`src/rtl/nv_ram_rwsp_8x65_fifo_ctrl_if.sv`:
```
// Push/pop valid-ready bundle for the 8x65 RAM FIFO sequencer.
// master = producer/consumer side, slave = FIFO controller side.
interface nv_ram_rwsp_8x65_fifo_ctrl_if #(
  parameter int DW = 65
);
  logic          wr_pvld;
  logic          wr_prdy;
  logic [DW-1:0] wr_pd;
  logic          rd_pvld;
  logic          rd_prdy;
  logic [DW-1:0] rd_pd;

  modport master (
    output wr_pvld, wr_pd, rd_prdy,
    input  wr_prdy, rd_pvld, rd_pd
  );

  modport slave (
    input  wr_pvld, wr_pd, rd_prdy,
    output wr_prdy, rd_pvld, rd_pd
  );
endinterface

```
`src/rtl/nv_ram_rwsp_8x65_fifo_ctrl.sv`:
```
// Valid/ready FIFO sequencer for an external 8x65 two-port RAM with a
// registered read address (re) and an output register (ore).
module nv_ram_rwsp_8x65_fifo_ctrl #(
  parameter int DEPTH = 8,
  parameter int AW    = 3,
  parameter int DW    = 65
) (
  input  logic          i_clk,
  input  logic          i_rst,
  nv_ram_rwsp_8x65_fifo_ctrl_if.slave bus,
  output logic [AW-1:0] o_ram_wa,
  output logic          o_ram_we,
  output logic [DW-1:0] o_ram_di,
  output logic [AW-1:0] o_ram_ra,
  output logic          o_ram_re,
  output logic          o_ram_ore,
  input  logic [DW-1:0] i_ram_dout,
  output logic [3:0]    o_fifo_cnt,
  output logic          o_fifo_idle
);

  localparam logic [3:0] CNT_FULL = 4'(DEPTH);

  logic [AW-1:0] r_wr_ptr;
  logic [AW-1:0] r_rd_ptr;
  logic [3:0]    r_ram_cnt;
  logic [3:0]    r_avail;
  logic          r_p1_vld;
  logic          r_p2_vld;

  logic w_push;
  logic w_pop;
  logic w_ore;
  logic w_re;

  // Ready comes only from registered occupancy, so a same-cycle ore
  // cannot open the write port combinationally.
  assign bus.wr_prdy = (r_ram_cnt != CNT_FULL);
  assign w_push      = bus.wr_pvld & bus.wr_prdy & ~i_rst;
  assign w_pop       = r_p2_vld & bus.rd_prdy;
  assign w_ore       = r_p1_vld & (~r_p2_vld | bus.rd_prdy);
  // A stalled stage 1 blocks re so the latched read address stays put.
  assign w_re        = (r_avail != 4'd0) & (~r_p1_vld | w_ore);

  assign o_ram_we  = w_push;
  assign o_ram_wa  = r_wr_ptr;
  assign o_ram_di  = bus.wr_pd;
  assign o_ram_re  = w_re;
  assign o_ram_ra  = r_rd_ptr;
  assign o_ram_ore = w_ore;

  assign bus.rd_pvld = r_p2_vld;
  assign bus.rd_pd   = i_ram_dout;

  assign o_fifo_cnt  = r_ram_cnt + {3'd0, r_p2_vld};
  assign o_fifo_idle = (o_fifo_cnt == 4'd0) & ~w_push;

  always_ff @(posedge i_clk or posedge i_rst) begin
    if (i_rst) begin
      r_wr_ptr  <= '0;
      r_rd_ptr  <= '0;
      r_ram_cnt <= 4'd0;
      r_avail   <= 4'd0;
      r_p1_vld  <= 1'b0;
      r_p2_vld  <= 1'b0;
    end else begin
      if (w_push) r_wr_ptr <= r_wr_ptr + AW'(1);
      if (w_re)   r_rd_ptr <= r_rd_ptr + AW'(1);
      r_ram_cnt <= r_ram_cnt + {3'd0, w_push} - {3'd0, w_ore};
      // avail is registered, so a slot written this cycle is not readable yet
      r_avail   <= r_avail + {3'd0, w_push} - {3'd0, w_re};
      if (w_re)       r_p1_vld <= 1'b1;
      else if (w_ore) r_p1_vld <= 1'b0;
      if (w_ore)      r_p2_vld <= 1'b1;
      else if (w_pop) r_p2_vld <= 1'b0;
    end
  end

endmodule
```
`src/flat_wrapper.sv`:
```
// flat-port wrapper written by rule: the top's interface ports become plain ports
module nv_ram_rwsp_8x65_fifo_ctrl_flat 
#(
  parameter int DEPTH = 8,
  parameter int AW    = 3,
  parameter int DW    = 65
)
  (i_clk, i_rst, o_ram_wa, o_ram_we, o_ram_di, o_ram_ra, o_ram_re, o_ram_ore, i_ram_dout, o_fifo_cnt, o_fifo_idle, bus_wr_pvld, bus_wr_pd, bus_rd_prdy, bus_wr_prdy, bus_rd_pvld, bus_rd_pd);
  nv_ram_rwsp_8x65_fifo_ctrl_if #(.DW(DW)) bus_i ();
  input  logic i_clk;
  input  logic i_rst;
  output logic [AW-1:0] o_ram_wa;
  output logic o_ram_we;
  output logic [DW-1:0] o_ram_di;
  output logic [AW-1:0] o_ram_ra;
  output logic o_ram_re;
  output logic o_ram_ore;
  input  logic [DW-1:0] i_ram_dout;
  output logic [3:0] o_fifo_cnt;
  output logic o_fifo_idle;
  input wire logic [$bits(bus_i.wr_pvld)-1:0] bus_wr_pvld;
  input wire logic [$bits(bus_i.wr_pd)-1:0] bus_wr_pd;
  input wire logic [$bits(bus_i.rd_prdy)-1:0] bus_rd_prdy;
  output wire logic [$bits(bus_i.wr_prdy)-1:0] bus_wr_prdy;
  output wire logic [$bits(bus_i.rd_pvld)-1:0] bus_rd_pvld;
  output wire logic [$bits(bus_i.rd_pd)-1:0] bus_rd_pd;
  assign bus_i.wr_pvld = bus_wr_pvld;
  assign bus_i.wr_pd = bus_wr_pd;
  assign bus_i.rd_prdy = bus_rd_prdy;
  assign bus_wr_prdy = bus_i.wr_prdy;
  assign bus_rd_pvld = bus_i.rd_pvld;
  assign bus_rd_pd = bus_i.rd_pd;
  nv_ram_rwsp_8x65_fifo_ctrl #(.DEPTH(DEPTH), .AW(AW), .DW(DW)) u_core (.i_clk(i_clk), .i_rst(i_rst), .bus(bus_i), .o_ram_wa(o_ram_wa), .o_ram_we(o_ram_we), .o_ram_di(o_ram_di), .o_ram_ra(o_ram_ra), .o_ram_re(o_ram_re), .o_ram_ore(o_ram_ore), .i_ram_dout(i_ram_dout), .o_fifo_cnt(o_fifo_cnt), .o_fifo_idle(o_fifo_idle));
endmodule
```
`config.mk`:
```
export PLATFORM = sky130hd
export DESIGN_NAME = nv_ram_rwsp_8x65_fifo_ctrl_flat
export DESIGN_NICKNAME = d
export VERILOG_FILES = /design/src/rtl/nv_ram_rwsp_8x65_fifo_ctrl_if.sv /design/src/rtl/nv_ram_rwsp_8x65_fifo_ctrl.sv /design/src/flat_wrapper.sv
export SDC_FILE = /design/constraint.sdc
export NUM_CORES = 1
export LEC_CHECK = 0
export ABC_AREA = 1
export CAP_MARGIN = 20
export CORE_AREA = 2 2 110 112
export DETAILED_ROUTE_END_ITERATION = 6
export DIE_AREA = 0 0 112 114
export GPL_TIMING_DRIVEN = 0
export SLEW_MARGIN = 20
export SYNTH_ARGS = -nofsm -noshare
export SYNTH_HDL_FRONTEND = slang
export SYNTH_SLANG_ARGS = --single-unit
```
`constraint.sdc`:
```
create_clock -name i_clk -period 2.85 [get_ports i_clk]
set_input_delay 0.4275 -clock i_clk [delete_from_list [all_inputs] [get_ports i_clk]]
set_output_delay 0.4275 -clock i_clk [all_outputs]
set_load 0.05 [all_outputs]
```
==> reports/results.txt, run 1 <==
total of fill cells in the finished design = 1199
Critical Path Max Stage Delay = 0.56 ns
Max-Cap Viols = 0
core area = 11700 um^2
Final Cycle Share = 0.945
Yosys top cell area share = 0.493
Most used DFF post-synth = dfrtp_1
drt initial violations = 22
Syn Inst Count = 245
Buffers on Ports = 149
Num CTS Buffers = 3
PD cells = 736 nW/um^2
Netlist Area Pre-Place = 1980 um^2
synth top area cells = buf_4 (49%), dfrtp_1 (20%), ha_1 (9.5%), nand2_1 (5.7%), inv_1 (4.6%)
#FFs+latches synth = 16
n_diodes = 0
Yosys top cell by area = buf_4
register area share after synthesis = 0.202
RR Startpoint = u_core.r_ram_cnt[2]$_DFF_PP0_
die area = 12800 um^2
P_leak = 0.00182 uW
io pins = 280
first-pass GRT wire length = 8340 um
fmax = 371 MHz
crit path kind = reg2out
CP cell instances = ha_1 -> ha_1 -> or2_1 -> nor2_1 -> nand2_1 -> nor2_2 -> dlygate4sd2_1
pre-CTS WS = -0.212 ns
DRC = 0
crit path launch type = flip-flop
Die Y = 114 um
Worst Setup EP = o_fifo_idle
clock slew at reported path FFs = 0.05 ns
root buffer cell = clkbuf_16
VDD IR-drop max = 0.566 mV
RSZ-0062 raised after global routing = false
worst hold-check path type = reg2reg
Final setup viols = 0
Yosys warning count = 0
largest net degree at the start of global routing = 19
Via density = 3.47
Final Max Slew Viols = 0
gr usage total = 0.0813
fraction of registers with async set/reset = 1.00
nets@finish = 551
Sink Count = 16
Avg Inst Size Synth = 8.08 um^2
Slowest cell on crit path = dlygate4sd2_1
first-pass iteration count of the detailed router = 4
clock latency on the worst-skew pair = 0.24 ns
drt total wl = 5960 um
ratio of cells with drive above 1 in the final layout = 0.354
Synth cell types = 19
Req. time, crit path = 2.42 ns
cell mode on critical path = ha_1
Placer Congestion = 0.716
Initial Utilization = 0.169
gr ovfl total = 0
Cell Rows = 40
Die Wd = 112 um
Net Count, Synth = 396
TNS Setup = 0 ns
drt wl/cell = 10.9 um
via count = 1890
initial antenna violation count = 0
status = finished, final reports clean
TritonCTS clock tree = yes
synth-to-layout area growth = 88.9%
H-tree Lvls = 1
Antenna Nets Post-Route = 0
count leader, synth = buf_4
vias in the first global route = 1717
Arr. time, crit path = 2.27 ns
Max-slew headroom = 0.572
final hold vios = 0
flop2flop setup slack = 0.69 ns
worst r2r path cells = 10
Worst Setup Slack, final = 0.156 ns
Critical Path Start = u_core.bus.rd_pvld$_DFFE_PP0P_
CTS Buffer Depth = 2
placed cells = 541
number of synthesized flops with an enable pin = 0
final clock skew = 0.00146 ns
crit end category = output port
Reg-to-Reg End = u_core.r_avail[2]$_DFF_PP0_
worst-path maximum fanout = 5
worst slew pin tran = 0.640 ns
synth cell count leaders = buf_4 (130), nand2_1 (30), inv_1 (24)
fin crit period = 2.69 ns
Post-Layout Cell Count = 545
hpwl dp = 5410 um
cell usage in the layout (no fill, tap or decap):
cell type	instances
or2_1	1
nor2_1	3
dfrtp_1	16
nand2_2	2
clkbuf_16	3
nor2_2	2
inv_4	1
a21oi_1	3
o21ai_0	1
nand4_1	2
nand3_1	7
ha_1	15
nand3b_1	1
xnor2_1	3
nand3_4	1
dlygate4sd2_1	1
buf_4	131
nor3_1	1
inv_1	23
nand2_1	30
fa_1	2
clkdlybuf4s50_1	148
clkinvlp_4	1
cell type report:
cell class,instances,area (um^2),share of cell area
multi-input combinational,74,507,0.135
clock buffer,3,75.1,0.0201
sequential,16,400,0.107
buffer,130,976,0.261
inverter,25,100,0.0268
tap,147,184,0.0492
timing repair buffer,150,1500,0.400
kinds of logic after synthesis:
logic type	count (synthesis)	synth area share
buffers and inverters	155	0.542
AND/OR/NAND/NOR	50	0.118
adder cells (fa/ha/maj)	17	0.115
flip-flops	16	0.202
AO/OA/AOI/OAI	4	0.0101
XOR/XNOR	3	0.0133
flip-flops by register name, summed over array words and instances, names as in the netlist:
signal / count
u_core.r_avail: 4
u_core.r_p1_vld: 1
u_core.bus.rd_pvld: 1
u_core.r_ram_cnt: 4
u_core.o_ram_ra: 3
u_core.o_ram_wa: 3
worst min path at each step:
stage,startpoint,to,depth (start not counted)
final,u_core.r_p1_vld$_DFFE_PP0P_,u_core.bus.rd_pvld$_DFFE_PP0P_,2
after global routing,u_core.r_p1_vld$_DFFE_PP0P_,u_core.bus.rd_pvld$_DFFE_PP0P_,2
after CTS,u_core.r_p1_vld$_DFFE_PP0P_,u_core.bus.rd_pvld$_DFFE_PP0P_,2
after detailed placement,u_core.r_p1_vld$_DFFE_PP0P_,u_core.bus.rd_pvld$_DFFE_PP0P_,2
after global placement,u_core.r_p1_vld$_DFFE_PP0P_,u_core.bus.rd_pvld$_DFFE_PP0P_,2
after floorplan,i_rst,u_core.bus.rd_pvld$_DFFE_PP0P_,1
metal layers:
| layer | GRT usage | vias up | part of all wire |
|---|---|---|---|
| li1 | - | 923 | - |
| met1 | 0.0877 | 824 | 0.34 |
| met2 | 0.161 | 141 | 0.55 |
| met3 | 0.0213 | 2 | 0.10 |
| met4 | 0.0130 | 0 | 0.0035 |
| met5 | 0 | - | 0 |
report_power, final:
part	internal (uW)	switching, uW	leakage (uW)	total, uW
Sequential	353	107	0.000187	460
Clock	184	79.9	0.0000370	263
Combinational	755	1270	0.00159	2030
what timing repair did:
item                       CTS  global route
gates resized for setup      2             0
setup buffers                1             0
hold buffers                 0             0
setup endpoints to repair    2             0
per-stage QoR:
| step | util | total power [uW] | hold WS, ns | cell area (um^2) |
|---|---|---|---|---|
| 4_1_cts | 0.319 | 2800 | 0.483 | 3740 |
| 3_3_place_gp | 0.312 | 2470 | 0.458 | 3650 |
| 6_report | 0.319 | 2750 | 0.484 | 3740 |
| 2_1_floorplan | - | 1940 | 0.390 | 1980 |
| 3_5_place_dp | 0.312 | 2530 | 0.472 | 3650 |
| 5_1_grt | 0.319 | 2970 | 0.538 | 3740 |
worst max-delay path: cells and delay by family, from the launching register on:
family | cells | cell delay, ns
buf+inv | 1 | 0.56
simple gates | 4 | 0.48
flops | 1 | 0.44
fa+ha+maj | 2 | 0.55
(Power assumes the default switching activity.)
==> inputs of run 2 (changes only) <==
--- a/config.mk
+++ b/config.mk
@@ -8,6 +8,7 @@
 export ABC_AREA = 1
 export CAP_MARGIN = 20
 export CORE_AREA = 2 2 110 112
+export CTS_CLUSTER_SIZE = 20
 export DETAILED_ROUTE_END_ITERATION = 6
 export DIE_AREA = 0 0 112 114
 export GPL_TIMING_DRIVEN = 0
==> constraint.sdc (replaced) <==
create_clock -name i_clk -period 3 [get_ports i_clk]
set_input_delay 0.45 -clock i_clk [delete_from_list [all_inputs] [get_ports i_clk]]
set_output_delay 0.45 -clock i_clk [all_outputs]
set_load 0.05 [all_outputs]
==> reports/results.txt, run 2 (synthesized netlist as in run 1, its figures left out) <==
status = finished, final reports clean
Buffers on Ports = 149
worst hold-check path type = reg2reg
gr ovfl total = 0
root buffer cell = clkbuf_16
hpwl dp = 5410 um
area post-placement = 3650 um^2
first-pass iteration count of the detailed router = 4
ratio of cells with drive above 1 in the final layout = 0.359
Placer Congestion = 0.716
most frequent cells in the layout = clkdlybuf4s50_1 (148), buf_4 (134), nand2_1 (30)
met3 Resource Use GR = 0.0213
nets@finish = 554
Req. time, crit path = 2.55 ns
io pins = 280
most used routing layer = met2
final clock skew = 0.000825 ns
grt met2 use = 0.160
first-pass GRT wire length = 8290 um
commonest non-fill, non-tap cell in the layout = clkdlybuf4s50_1
crit path kind = reg2out
Die Y = 114 um
Critical path buffers and inverters = 1
Die Wd = 112 um
delay-heaviest family, CP = buffers and inverters
via count = 1908
Largest regs = u_core.r_avail (4), u_core.r_ram_cnt (4)
P_leak = 0.00183 uW
Via density = 3.48
drt initial violations = 26
H-tree Lvls = 1
Max-slew headroom = 0.572
vias in the first global route = 1709
core area = 11700 um^2
Finished Cell Area = 3760 um^2
die area = 12800 um^2
crit path launch type = flip-flop
clock slew at reported path FFs = 0.05 ns
Final setup viols = 0
Antenna Nets Post-Route = 0
CP cell instances = ha_1 -> ha_1 -> or2_1 -> nor2_1 -> nand2_1 -> nor2_2 -> dlygate4sd2_1
Final Max Slew Viols = 0
DRC = 0
cell mode on critical path = ha_1
VDD IR-drop max = 0.538 mV
TritonCTS clock tree = yes
drt wl/cell = 11.0 um
cts hold-fix bufs = 0
Max-Cap Viols = 0
worst slew pin tran = 0.639 ns
n_diodes = 0
Slowest cell on crit path = dlygate4sd2_1
total power = 2620 uW
Final Cycle Share = 0.905
clock latency on the worst-skew pair = 0.24 ns
fin crit period = 2.72 ns
Arr. time, crit path = 2.27 ns
worst-path maximum fanout = 5
Num CTS Buffers = 3
Sink Count = 16
met1 Usage GRT = 0.0877
final hold vios = 0
RSZ-0062 raised after global routing = false
Critical Path Max Stage Delay = 0.56 ns
largest net degree at the start of global routing = 20
Cell Rows = 40
initial antenna violation count = 0
drt total wl = 6020 um
gr usage total = 0.0810
PD cells = 696 nW/um^2
crit end category = output port
synth-to-layout area growth = 90.1%
worst hold slack = 0.484 ns
fmax = 368 MHz
Initial Utilization = 0.169
CTS Buffer Depth = 2
total of fill cells in the finished design = 1199
-- run 2: cell count changes in the layout (fill, tap and decap cells not counted), sizes merged --
cell and change:
buf +3
-- run 2: path summary, 6_finish.rpt --
check                                          startpoint                              to  slack, ns  cells past startpoint
max reg2reg                 u_core.r_ram_cnt[2]$_DFF_PP0_   u_core.r_ram_cnt[2]$_DFF_PP0_       0.84                     10
min                           u_core.r_p1_vld$_DFFE_PP0P_  u_core.bus.rd_pvld$_DFFE_PP0P_       0.48                      2
min in group asynchronous                           i_rst  u_core.o_ram_wa[0]$_DFFE_PP0P_       0.68                      3
max                        u_core.bus.rd_pvld$_DFFE_PP0P_                     o_fifo_idle       0.28                      7
min reg2reg                   u_core.r_p1_vld$_DFFE_PP0P_  u_core.bus.rd_pvld$_DFFE_PP0P_       0.48                      2
max in group asynchronous                           i_rst  u_core.bus.rd_pvld$_DFFE_PP0P_       2.17                      3
-- run 2: cell type report --
cell class / instances / area (um^2) / area share
timing repair buffer: 153 / 1520 / 0.404
buffer: 130 / 976 / 0.259
multi-input combinational: 74 / 507 / 0.135
sequential: 16 / 400 / 0.106
tap: 147 / 184 / 0.0489
inverter: 25 / 100 / 0.0266
clock buffer: 3 / 75.1 / 0.0200
-- run 2: layer usage --
layer	vias up	share of wire
met2	145	0.56
met5	-	0
li1	931	-
met3	2	0.10
met1	830	0.34
met4	0	0.0035
-- run 2: what timing repair did --
item | in CTS | in global routing
endpoints found under the setup margin | 2 | 2
resized for setup | 2 | 0
endpoints found under the hold margin | 0 | 0
gates cloned | 0 | 0
buffers inserted | 0 | 4
-- run 2: power breakdown --
part	switching, uW	internal, uW
clock network	77.7	175
registers	101	335
logic	1210	720
-- run 2: stage by stage --
stage	worst slack (ns)	instances	util	TNS, ns
5_1_grt	0.157	548	0.321	0
6_report	0.284	548	0.321	0
3_3_place_gp	-0.0987	541	0.312	-0.161
3_5_place_dp	-0.107	541	0.312	-0.190
4_1_cts	0.0248	544	0.319	0
2_1_floorplan	0.274	245	-	0
-- run 2: worst register-to-register path, stage by stage, from the launching register on --
cell and delay, ns:
dfrtp_1 0.36, inv_1 0.08, ha_1 0.21, nand2_2 0.15
nand3_4 0.14, ha_1 0.31, inv_1 0.06, ha_1 0.15
inv_1 0.06, fa_1 0.39, xnor2_1 0.14
